**config.mk**
```make
export PLATFORM = sky130hd
export DESIGN_NAME = ahb_master_arbiter
export DESIGN_NICKNAME = d
export VERILOG_FILES = /design/src/rtl/ahb_master_arbiter.sv
export SDC_FILE = /design/constraint.sdc
export NUM_CORES = 1
export LEC_CHECK = 0
export CAP_MARGIN = 0
export CORE_AREA = 5 5 336 338
export DETAILED_ROUTE_END_ITERATION = 8
export DIE_AREA = 0 0 341 343
export GPL_ROUTABILITY_DRIVEN = 1
export GPL_TIMING_DRIVEN = 0
export SYNTH_ARGS = -nofsm -noshare
export SYNTH_HDL_FRONTEND = slang
export SYNTH_SLANG_ARGS = --single-unit
```
**constraint.sdc**
```tcl
create_clock -name clk -period 5.3 [get_ports clk]
set_clock_uncertainty 0.2 [all_clocks]
set_input_delay 0.53 -clock clk [delete_from_list [all_inputs] [get_ports clk]]
set_output_delay 0.53 -clock clk [all_outputs]
set_load 0.02 [all_outputs]
```
**src/rtl/ahb_master_arbiter.sv**
```systemverilog
// N-channel AHB master arbiter/mux with external-master handover.
// Address-phase owner and data-phase owner are tracked separately.
module ahb_master_arbiter #(
    parameter int NUM_MASTERS = 4,
    parameter int ADDR_W      = 64,
    parameter int DATA_W      = 64,
    parameter int RR_MODE     = 1,
    parameter int EXT_EN      = 1
) (
    input  logic                          clk,
    input  logic                          rst,
    input  logic [NUM_MASTERS-1:0]        m_bus_req,
    output logic [NUM_MASTERS-1:0]        m_bus_ack,
    input  logic [NUM_MASTERS*ADDR_W-1:0] m_haddr,
    input  logic [NUM_MASTERS-1:0]        m_hwrite,
    input  logic [NUM_MASTERS*3-1:0]      m_hsize,
    input  logic [NUM_MASTERS*3-1:0]      m_hburst,
    input  logic [NUM_MASTERS*4-1:0]      m_hprot,
    input  logic [NUM_MASTERS*2-1:0]      m_htrans,
    input  logic [NUM_MASTERS-1:0]        m_hmastlock,
    input  logic [NUM_MASTERS*DATA_W-1:0] m_hwdata,
    output logic [NUM_MASTERS-1:0]        m_hready,
    output logic [NUM_MASTERS-1:0]        m_hresp,
    output logic [DATA_W-1:0]             m_hrdata,
    input  logic                          ext_bus_req,
    output logic                          ext_bus_ack,
    output logic [ADDR_W-1:0]             haddr,
    output logic                          hwrite,
    output logic [2:0]                    hsize,
    output logic [2:0]                    hburst,
    output logic [3:0]                    hprot,
    output logic [1:0]                    htrans,
    output logic                          hmastlock,
    output logic [DATA_W-1:0]             hwdata,
    input  logic                          hready,
    input  logic                          hresp,
    input  logic [DATA_W-1:0]             hrdata,
    output logic [3:0]                    owner
);

    typedef enum logic [1:0] {
        IDLE,
        GRANT,
        EXT,
        DRAIN
    } state_e;

    localparam logic [3:0] OWN_EXT  = 4'hE;
    localparam logic [3:0] OWN_NONE = 4'hF;

    state_e                 state_q, state_d;
    logic [NUM_MASTERS-1:0] ack_q, ack_d;
    logic                   ext_ack_q, ext_ack_d;
    logic [3:0]             owner_q, owner_d;
    logic [3:0]             rr_ptr_q, rr_ptr_d;
    logic [3:0]             dp_owner_q;
    logic                   dp_valid_q;

    logic [3:0] win;
    logic       win_vld;
    logic       owner_req;

    function automatic logic [3:0] wrap_idx(
        input logic [3:0] base,
        input int         k
    );
        int s;
        s = int'(base) + k;
        if (s >= NUM_MASTERS) s = s - NUM_MASTERS;
        return 4'(s);
    endfunction

    // Candidate search order starts at rr_ptr and wraps around.
    always_comb begin
        win     = '0;
        win_vld = 1'b0;
        if (RR_MODE != 0) begin
            for (int k = 0; k < NUM_MASTERS; k++) begin
                for (int i = 0; i < NUM_MASTERS; i++) begin
                    if (!win_vld && m_bus_req[i] &&
                        wrap_idx(rr_ptr_q, k) == 4'(i)) begin
                        win     = 4'(i);
                        win_vld = 1'b1;
                    end
                end
            end
        end else begin
            for (int i = 0; i < NUM_MASTERS; i++) begin
                if (!win_vld && m_bus_req[i]) begin
                    win     = 4'(i);
                    win_vld = 1'b1;
                end
            end
        end
    end

    always_comb begin
        owner_req = 1'b0;
        for (int i = 0; i < NUM_MASTERS; i++) begin
            if (owner_q == 4'(i)) owner_req = m_bus_req[i];
        end
    end

    always_comb begin
        state_d   = state_q;
        ack_d     = ack_q;
        ext_ack_d = ext_ack_q;
        owner_d   = owner_q;
        rr_ptr_d  = rr_ptr_q;
        unique case (state_q)
            IDLE: begin
                if (EXT_EN != 0 && ext_bus_req) begin
                    state_d   = EXT;
                    ext_ack_d = 1'b1;
                    owner_d   = OWN_EXT;
                end else if (win_vld) begin
                    state_d = GRANT;
                    owner_d = win;
                    ack_d   = '0;
                    for (int i = 0; i < NUM_MASTERS; i++) begin
                        if (win == 4'(i)) ack_d[i] = 1'b1;
                    end
                    if (RR_MODE != 0) rr_ptr_d = wrap_idx(win, 1);
                end
            end
            GRANT: begin
                if (!owner_req) begin
                    ack_d   = '0;
                    owner_d = OWN_NONE;
                    if (dp_valid_q && !hready) state_d = DRAIN;
                    else                       state_d = IDLE;
                end
            end
            EXT: begin
                if (!ext_bus_req) begin
                    ext_ack_d = 1'b0;
                    owner_d   = OWN_NONE;
                    state_d   = IDLE;
                end
            end
            DRAIN: begin
                if (hready) state_d = IDLE;
            end
            default: state_d = IDLE;
        endcase
    end

    always_ff @(posedge clk or posedge rst) begin
        if (rst) begin
            state_q   <= IDLE;
            ack_q     <= '0;
            ext_ack_q <= 1'b0;
            owner_q   <= OWN_NONE;
            rr_ptr_q  <= '0;
        end else begin
            state_q   <= state_d;
            ack_q     <= ack_d;
            ext_ack_q <= ext_ack_d;
            owner_q   <= owner_d;
            rr_ptr_q  <= rr_ptr_d;
        end
    end

    // Data phase follows the address phase only when the bus advances.
    always_ff @(posedge clk or posedge rst) begin
        if (rst) begin
            dp_owner_q <= OWN_NONE;
            dp_valid_q <= 1'b0;
        end else if (hready) begin
            dp_owner_q <= owner_q;
            dp_valid_q <= htrans[1];
        end
    end

    always_comb begin
        haddr     = '0;
        hwrite    = 1'b0;
        hsize     = 3'b011;
        hburst    = 3'b000;
        hprot     = 4'b0011;
        htrans    = 2'b00;
        hmastlock = 1'b0;
        for (int i = 0; i < NUM_MASTERS; i++) begin
            if (owner_q == 4'(i)) begin
                haddr     = m_haddr[i*ADDR_W +: ADDR_W];
                hwrite    = m_hwrite[i];
                hsize     = m_hsize[i*3 +: 3];
                hburst    = m_hburst[i*3 +: 3];
                hprot     = m_hprot[i*4 +: 4];
                htrans    = m_htrans[i*2 +: 2];
                hmastlock = m_hmastlock[i];
            end
        end
    end

    always_comb begin
        hwdata   = '0;
        m_hready = '0;
        m_hresp  = '0;
        for (int i = 0; i < NUM_MASTERS; i++) begin
            if (dp_owner_q == 4'(i)) begin
                m_hready[i] = hready;
                m_hresp[i]  = hresp;
                if (dp_valid_q) hwdata = m_hwdata[i*DATA_W +: DATA_W];
            end
        end
    end

    assign m_hrdata    = hrdata;
    assign m_bus_ack   = ack_q;
    assign ext_bus_ack = ext_ack_q;
    assign owner       = owner_q;

endmodule

```
==> results of run 1 <==
final cells by class:
type / instances / area, um^2 / share of cell area (%)
Timing Repair Buffer: 797 / 7980 / 48.1
Antenna cell: 8 / 20.0 / 0.121
Sequential cell: 17 / 433 / 2.61
Inverter: 15 / 56.3 / 0.340
Buffer: 143 / 812 / 4.90
Tap cell: 1426 / 1780 / 10.8
Multi-Input combinational cell: 631 / 5420 / 32.7
Clock buffer: 4 / 78.8 / 0.475
flip-flops by register name, summed over array words and instances, names as in the netlist:
signal / count
dp_valid_q: 1
rr_ptr_q: 3
m_bus_ack: 4
ext_bus_ack: 1
state_q: 2
dp_owner_q: 3
owner: 3
routing by layer:
| metal | vias to the layer above | GRT usage, % | routed length [um] |
|---|---|---|---|
| met4 | 12 | 2.40 | 1620 |
| met1 | 4864 | 14.1 | 29500 |
| met3 | 56 | 3.71 | 7280 |
| met5 | - | 0 | 78 |
| li1 | 4528 | - | - |
| met2 | 637 | 17.9 | 31800 |
final timing paths:
path	start	endpoint	slack, ns	cells past startpoint
min in group asynchronous	rst	state_q[1]	0.47	2
worst min register to register	m_bus_ack[2]	m_bus_ack[2]	0.31	1
worst min-delay path	m_bus_ack[2]	m_bus_ack[2]	0.31	1
max in group asynchronous	rst	rr_ptr_q[0]	4.02	2
worst max-delay path	dp_owner_q[2]	hwdata[46]	0.23	8
worst max register to register	rr_ptr_q[0]	rr_ptr_q[1]	0.79	13
power by group:
part           internal (mW)  switching [mW]
registers              0.199          0.0666
clock network          0.102          0.0499
logic                   2.33            3.05
cell families after synthesis:
logic type               count (synthesis)
AND/OR/NAND/NOR                        274
flip-flops                              17
buffers and inverters                  160
adder cells (fa/ha/maj)                 20
multiplexers                           158
XOR/XNOR                                 2
AO/OA/AOI/OAI                          177
worst register-to-register path: cells and delay by family, from the launching register on:
kind | cells | cell delay [ns]
AOI/OAI and AO/OA | 2 | 0.92
adders and majority gates | 3 | 0.91
buffers and inverters | 4 | 0.84
and+or+nand+nor | 3 | 0.83
DFF | 1 | 0.43
muxes | 1 | 0.26
stage by stage:
stage,cells,instance area (um^2),TNS [ns],worst slack [ns],hold slack [ns]
detailed placement,3031,16500,-2.32,-0.427,0.286
global route,3034,16600,-0.00707,-0.00707,0.341
global placement,3030,16400,-2.40,-0.471,0.296
floorplan,808,6690,0,1.53,0.252
CTS,3033,16500,0,0.0305,0.315
finish,3041,16600,0,0.228,0.307
Yosys cell counts (all sizes together) (3+ instances only):
master   count  area share, %
o22ai       64            6.0
ha          20            3.7
or2          5           0.47
dfstp        6            2.4
a21oi       74            5.5
mux2i        5           0.75
nor2       144            8.1
clkbuf      49            2.7
inv         15           0.84
dfrtp       11            4.1
buf         96            9.4
a211oi       4           0.45
a2111oi      4           0.80
nand3        3           0.22
o21ai        8           0.60
nand2       17           0.95
mux2        75             13
nand4b       3           0.39
nand2b       8           0.75
mux4        78             26
a21o         4           0.45
nor2b       78            7.3
cell usage in the layout, fill, tap and decap left out, types with 4 or more instances in the layout:
cell type	count
o22ai_2	4
a21o_1	4
nor2_1	144
mux2_2	73
a211oi_1	4
mux4_2	78
buf_4	67
diode_2	8
nor2b_1	78
dfstp_2	6
a21oi_1	74
inv_1	13
clkdlybuf4s50_1	796
clkbuf_1	46
dfrtp_1	11
mux2i_1	5
nand2b_1	8
ha_1	20
buf_1	21
or2_2	4
nand2_1	17
o22ai_1	60
o21ai_0	8
buf_2	7
==> summary.txt, run 1 <==
HPWL after DPL -> 64.1 mm
Tightest Pin Transition -> 1.21 ns
Most used DFF post-synth -> dfrtp_1
clk buf depth -> 2
vias -> 10.1k
highest achievable clock rate -> 197 MHz
Clock Pin Slew Worst Setup and Hold Paths -> 0.05 ns
CTS sink cnt -> 17
CTS root buf -> clkbuf_16
post-synthesis mux area share -> 39.7%
worst vdd ir -> 0.227 mV
largest net degree at the start of global routing -> 20
fill count -> 12.4k
synthesized instance count -> 808
I/O pins -> 864
wire per inst -> 23.1 um
most used cell along the critical path -> nor2_1
total setup buffers inserted after CTS -> 0
post-synth cell types -> 60
fin. max-slew vios -> 0
Die Y -> 343 um
required time of the critical path -> 4.57 ns
syn avg cell area -> 8.28 um^2
CTS tree -> built
post-route DRC violation count -> 0
Buf/Inv on CP -> 3
CP max FO -> 10
Power Density -> 350 mW/mm^2
H-tree depth -> 1
antenna violations before repair -> 26
TritonRoute pass-1 iters -> 5
Worst setup EP type -> output pin
Std-Cell Rows -> 122
Post-Synthesis Net Count -> 1469
final core occ -> 15.1%
largest family of logic cells by synthesized area -> multiplexers
post-synthesis compound-gate area fraction -> 16.6%
post-synthesis instance area -> 0.00669 mm^2
DRT iter0 DRCs -> 671
Final ANT Viol Nets -> 0
Resized Gates After CTS -> 3
DIE AREA -> 0.117 mm^2
core area -> 0.110 mm^2
status -> finished clean
worst path arrival time -> 4.34 ns
RSZ-0062 raised after global routing -> yes
P_leak -> 5.68 nW
Max-Cap Viols -> 0
Skew-Pair Late Insertion Delay -> 0.25 ns
crit-path cells -> nand2b_1 -> clkbuf_1 -> clkdlybuf4s15_1 -> o22ai_1 -> nor2_1 -> a21oi_1 -> nor2_1 -> clkdlybuf4s50_1
IO buf count -> 796
CP top delay family -> buffers and inverters
critical path's largest stage delay -> 1.03 ns
WS Path Type -> register to output pin
final-report hold violation count -> 0
post-DR vias/cell -> 3.32
final WL -> 70.2 mm
Seq cells post-synth -> 17
Critical-path top delay cell -> clkdlybuf4s15_1
Seq/Total Area, Yosys -> 6.47%
Pwr Total -> 5.80 mW
startpoint types -> register
Initial Utilization -> 6.10%
post-synthesis async set-or-reset flop share -> 100%
number of buffers created by CTS -> 3
min-delay worst type -> register to register
Max-slew headroom -> 16.9%
final setup fails -> 0
XOR/XNOR Fraction of Synth Area -> 0.262%
number of synthesized flops with an enable pin -> 0
gpl congestion -> 0.967
chip width -> 341 um
global-route wire length before repair -> 88.5 mm
GRT overflow -> 0
NumNets Final -> 2269
layout cells sized above 1 -> 15.9%
simple-gate portion of the synthesized area -> 20.3%
Period minus WS final -> 5.07 ns
P&R area growth vs syn -> 148%
vias in the first global route -> 10.3k
CTS Hold Bufs -> 0
Ys Warns -> 0
GRT Total Usage -> 11.0%
period utilisation layout -> 95.7%
post-synthesis adder-cell area fraction -> 3.74%
No activity file was read; power rests on OpenSTA's default activity.
==> run 2, diff against run 1 <==
RECOVER_POWER = 100   (was not set)
==> run 2 against run 1 <==
Effect of this change: global-route usage unchanged; largest cell class unchanged; hold slack worse by 0.0055 ns; clock power about the same; critical path type unchanged.
==> summary.txt, run 2 (synthesis results as in run 1) <==
CTS sink cnt -> 17 (unchanged)
total setup buffers inserted after CTS -> 0 (unchanged)
GRT Total Usage -> 11.0% (unchanged)
layout cells sized above 1 -> 15.8% (was 15.9%)
CTS Hold Bufs -> 0 (unchanged)
Std-Cell Rows -> 122 (unchanged)
max reg flops -> 4 (unchanged)
IO buf count -> 796 (unchanged)
Max-Cap Viols -> 0 (unchanged)
post-route DRC violation count -> 0 (unchanged)
most used cell along the critical path -> nor2_1 (unchanged)
Initial Utilization -> 6.10% (unchanged)
fill count -> 12.4k (about the same)
startpoint types -> register (unchanged)
status -> finished clean (unchanged)
required time of the critical path -> 4.57 ns (about the same)
Multi-input gate area -> 0.00540 mm^2 (was 0.00542 mm^2)
highest achievable clock rate -> 193 MHz (was 197 MHz)
Worst setup EP type -> output pin (unchanged)
I/O pins -> 864 (unchanged)
clk buf depth -> 2 (unchanged)
gpl congestion -> 0.967 (unchanged)
vias -> 10.1k (about the same)
vias in the first global route -> 10.3k (unchanged)
H-tree depth -> 1 (unchanged)
GRT overflow -> 0 (unchanged)
TritonRoute pass-1 iters -> 5 (unchanged)
NumNets Final -> 2269 (unchanged)
Design Area, Final -> 0.0166 mm^2 (about the same)
Tightest Pin Transition -> 1.26 ns (was 1.21 ns)
Die Y -> 343 um (unchanged)
met2 usage -> 17.9% (unchanged)
P_leak -> 5.72 nW (was 5.68 nW)
HPWL after DPL -> 64.1 mm (unchanged)
Final ANT Viol Nets -> 0 (unchanged)
worst vdd ir -> 0.220 mV (was 0.227 mV)
Critical-path top delay cell -> clkdlybuf4s15_1 (unchanged)
chip width -> 341 um (unchanged)
P&R area growth vs syn -> 148% (about the same)
commonest non-fill, non-tap cell in the layout -> clkdlybuf4s50_1 (unchanged)
DRT iter0 DRCs -> 574 (was 671)
RSZ-0062 raised after global routing -> yes (unchanged)
Area after DPL -> 0.0165 mm^2 (unchanged)
Period minus WS final -> 5.19 ns (was 5.07 ns)
global-route wire length before repair -> 88.5 mm (unchanged)
most frequent cells in the layout -> clkdlybuf4s50_1 (712), nor2_1 (144), dlygate4sd3_1 (84) (was clkdlybuf4s50_1 (796), nor2_1 (144), mux4_2 (78), nor2b_1 (78), a21oi_1 (74))
Skew-Pair Late Insertion Delay -> 0.25 ns (about the same)
final WL -> 70.3 mm (was 70.2 mm)
period utilisation layout -> 97.9% (was 95.7%)
CTS root buf -> clkbuf_16 (unchanged)
GR peak layer -> met2 (unchanged)
Clock Pin Slew Worst Setup and Hold Paths -> 0.05 ns (about the same)
Max-slew headroom -> 13.9% (was 16.9%)
final setup fails -> 0 (unchanged)
GRT met1 Usage -> 14.1% (unchanged)
wire per inst -> 23.1 um (about the same)
Worst Hold Slack -> 0.301 ns (was 0.307 ns)
WS Path Type -> register to output pin (unchanged)
GR met3 Demand/Resource -> 3.71% (unchanged)
final-report hold violation count -> 0 (unchanged)
largest net degree at the start of global routing -> 20 (unchanged)
Storage cell area -> 433 um^2 (unchanged)
core area -> 0.110 mm^2 (unchanged)
DIE AREA -> 0.117 mm^2 (unchanged)
CP max FO -> 10 (unchanged)
min-delay worst type -> register to register (unchanged)
CTS tree -> built (unchanged)
worst path arrival time -> 4.46 ns (was 4.34 ns)
antenna violations before repair -> 26 (unchanged)
fin. max-slew vios -> 0 (unchanged)
critical path's largest stage delay -> 1.03 ns (about the same)
number of buffers created by CTS -> 3 (unchanged)
crit-path cells -> nand2b_1 -> clkbuf_1 -> clkdlybuf4s15_1 -> o22ai_1 -> nor2_1 -> a21oi_1 -> nor2_1 -> clkdlybuf4s50_1 (unchanged)
Power Density -> 348 mW/mm^2 (was 350 mW/mm^2)
post-DR vias/cell -> 3.33 (was 3.32)
-- run 2: path summary, 6_finish.rpt --
kind | start | end | slack [ns] | depth (start not counted)
worst min-delay path | m_bus_ack[2] | m_bus_ack[2] | 0.30 | 1
worst max-delay path | dp_owner_q[2] | hwdata[46] | 0.11 | 8
worst min register to register | m_bus_ack[2] | m_bus_ack[2] | 0.30 | 1
worst max register to register | rr_ptr_q[0] | rr_ptr_q[1] | 0.53 | 14
min in group asynchronous | rst | state_q[1] | 0.61 | 2
max in group asynchronous | rst | rr_ptr_q[0] | 3.88 | 2
-- run 2: area by class of cell --
class                           instances  area share (%)
Clock buffer                            4           0.476
Sequential cell                        17            2.61
Tap cell                             1426            10.8
Antenna cell                            7           0.106
Inverter                               15           0.340
Timing Repair Buffer                  797            48.2
Multi-Input combinational cell        631            32.6
Buffer                                143            4.88
-- run 2: worst max-delay path: cells and delay by family, from the launching register on --
family	cells	cell delay, ns
buffers and inverters	3	2.56
flip-flops	1	0.56
AO/OA/AOI/OAI	2	0.56
AND/OR/NAND/NOR	3	0.50
-- run 2: what timing repair did --
item,CTS,global route
setup endpoints to repair,18,2
pin swaps,0,0
gates resized for setup,3,4
-- run 2: layer usage --
| metal | part of all wire, % | vias to the layer above |
|---|---|---|
| met1 | 42 | 4884 |
| met5 | 0.11 | - |
| met3 | 11 | 54 |
| met2 | 45 | 660 |
| met4 | 2.3 | 12 |
| li1 | - | 4523 |
-- run 2: through the flow --
stage	std cells	setup TNS, ns	total power, mW	utilization [%]	worst slack [ns]
final	3040	0	5.76	15.1	0.111
after global routing	3034	-0.00707	6.20	15.1	-0.00707
after CTS	3033	0	5.92	15.1	0.0305
after detailed placement	3031	-2.32	5.77	15.0	-0.427
after global placement	3030	-2.40	5.77	15.0	-0.471
after floorplan	808	0	3.12	-	1.53
-- run 2: report_power, final --
part / switching (mW) / total (mW) / internal (mW)
Combinational: 3.04 / 5.34 / 2.30
Clock: 0.0500 / 0.152 / 0.102
Sequential: 0.0647 / 0.264 / 0.199
Total: 3.16 / 5.76 / 2.60
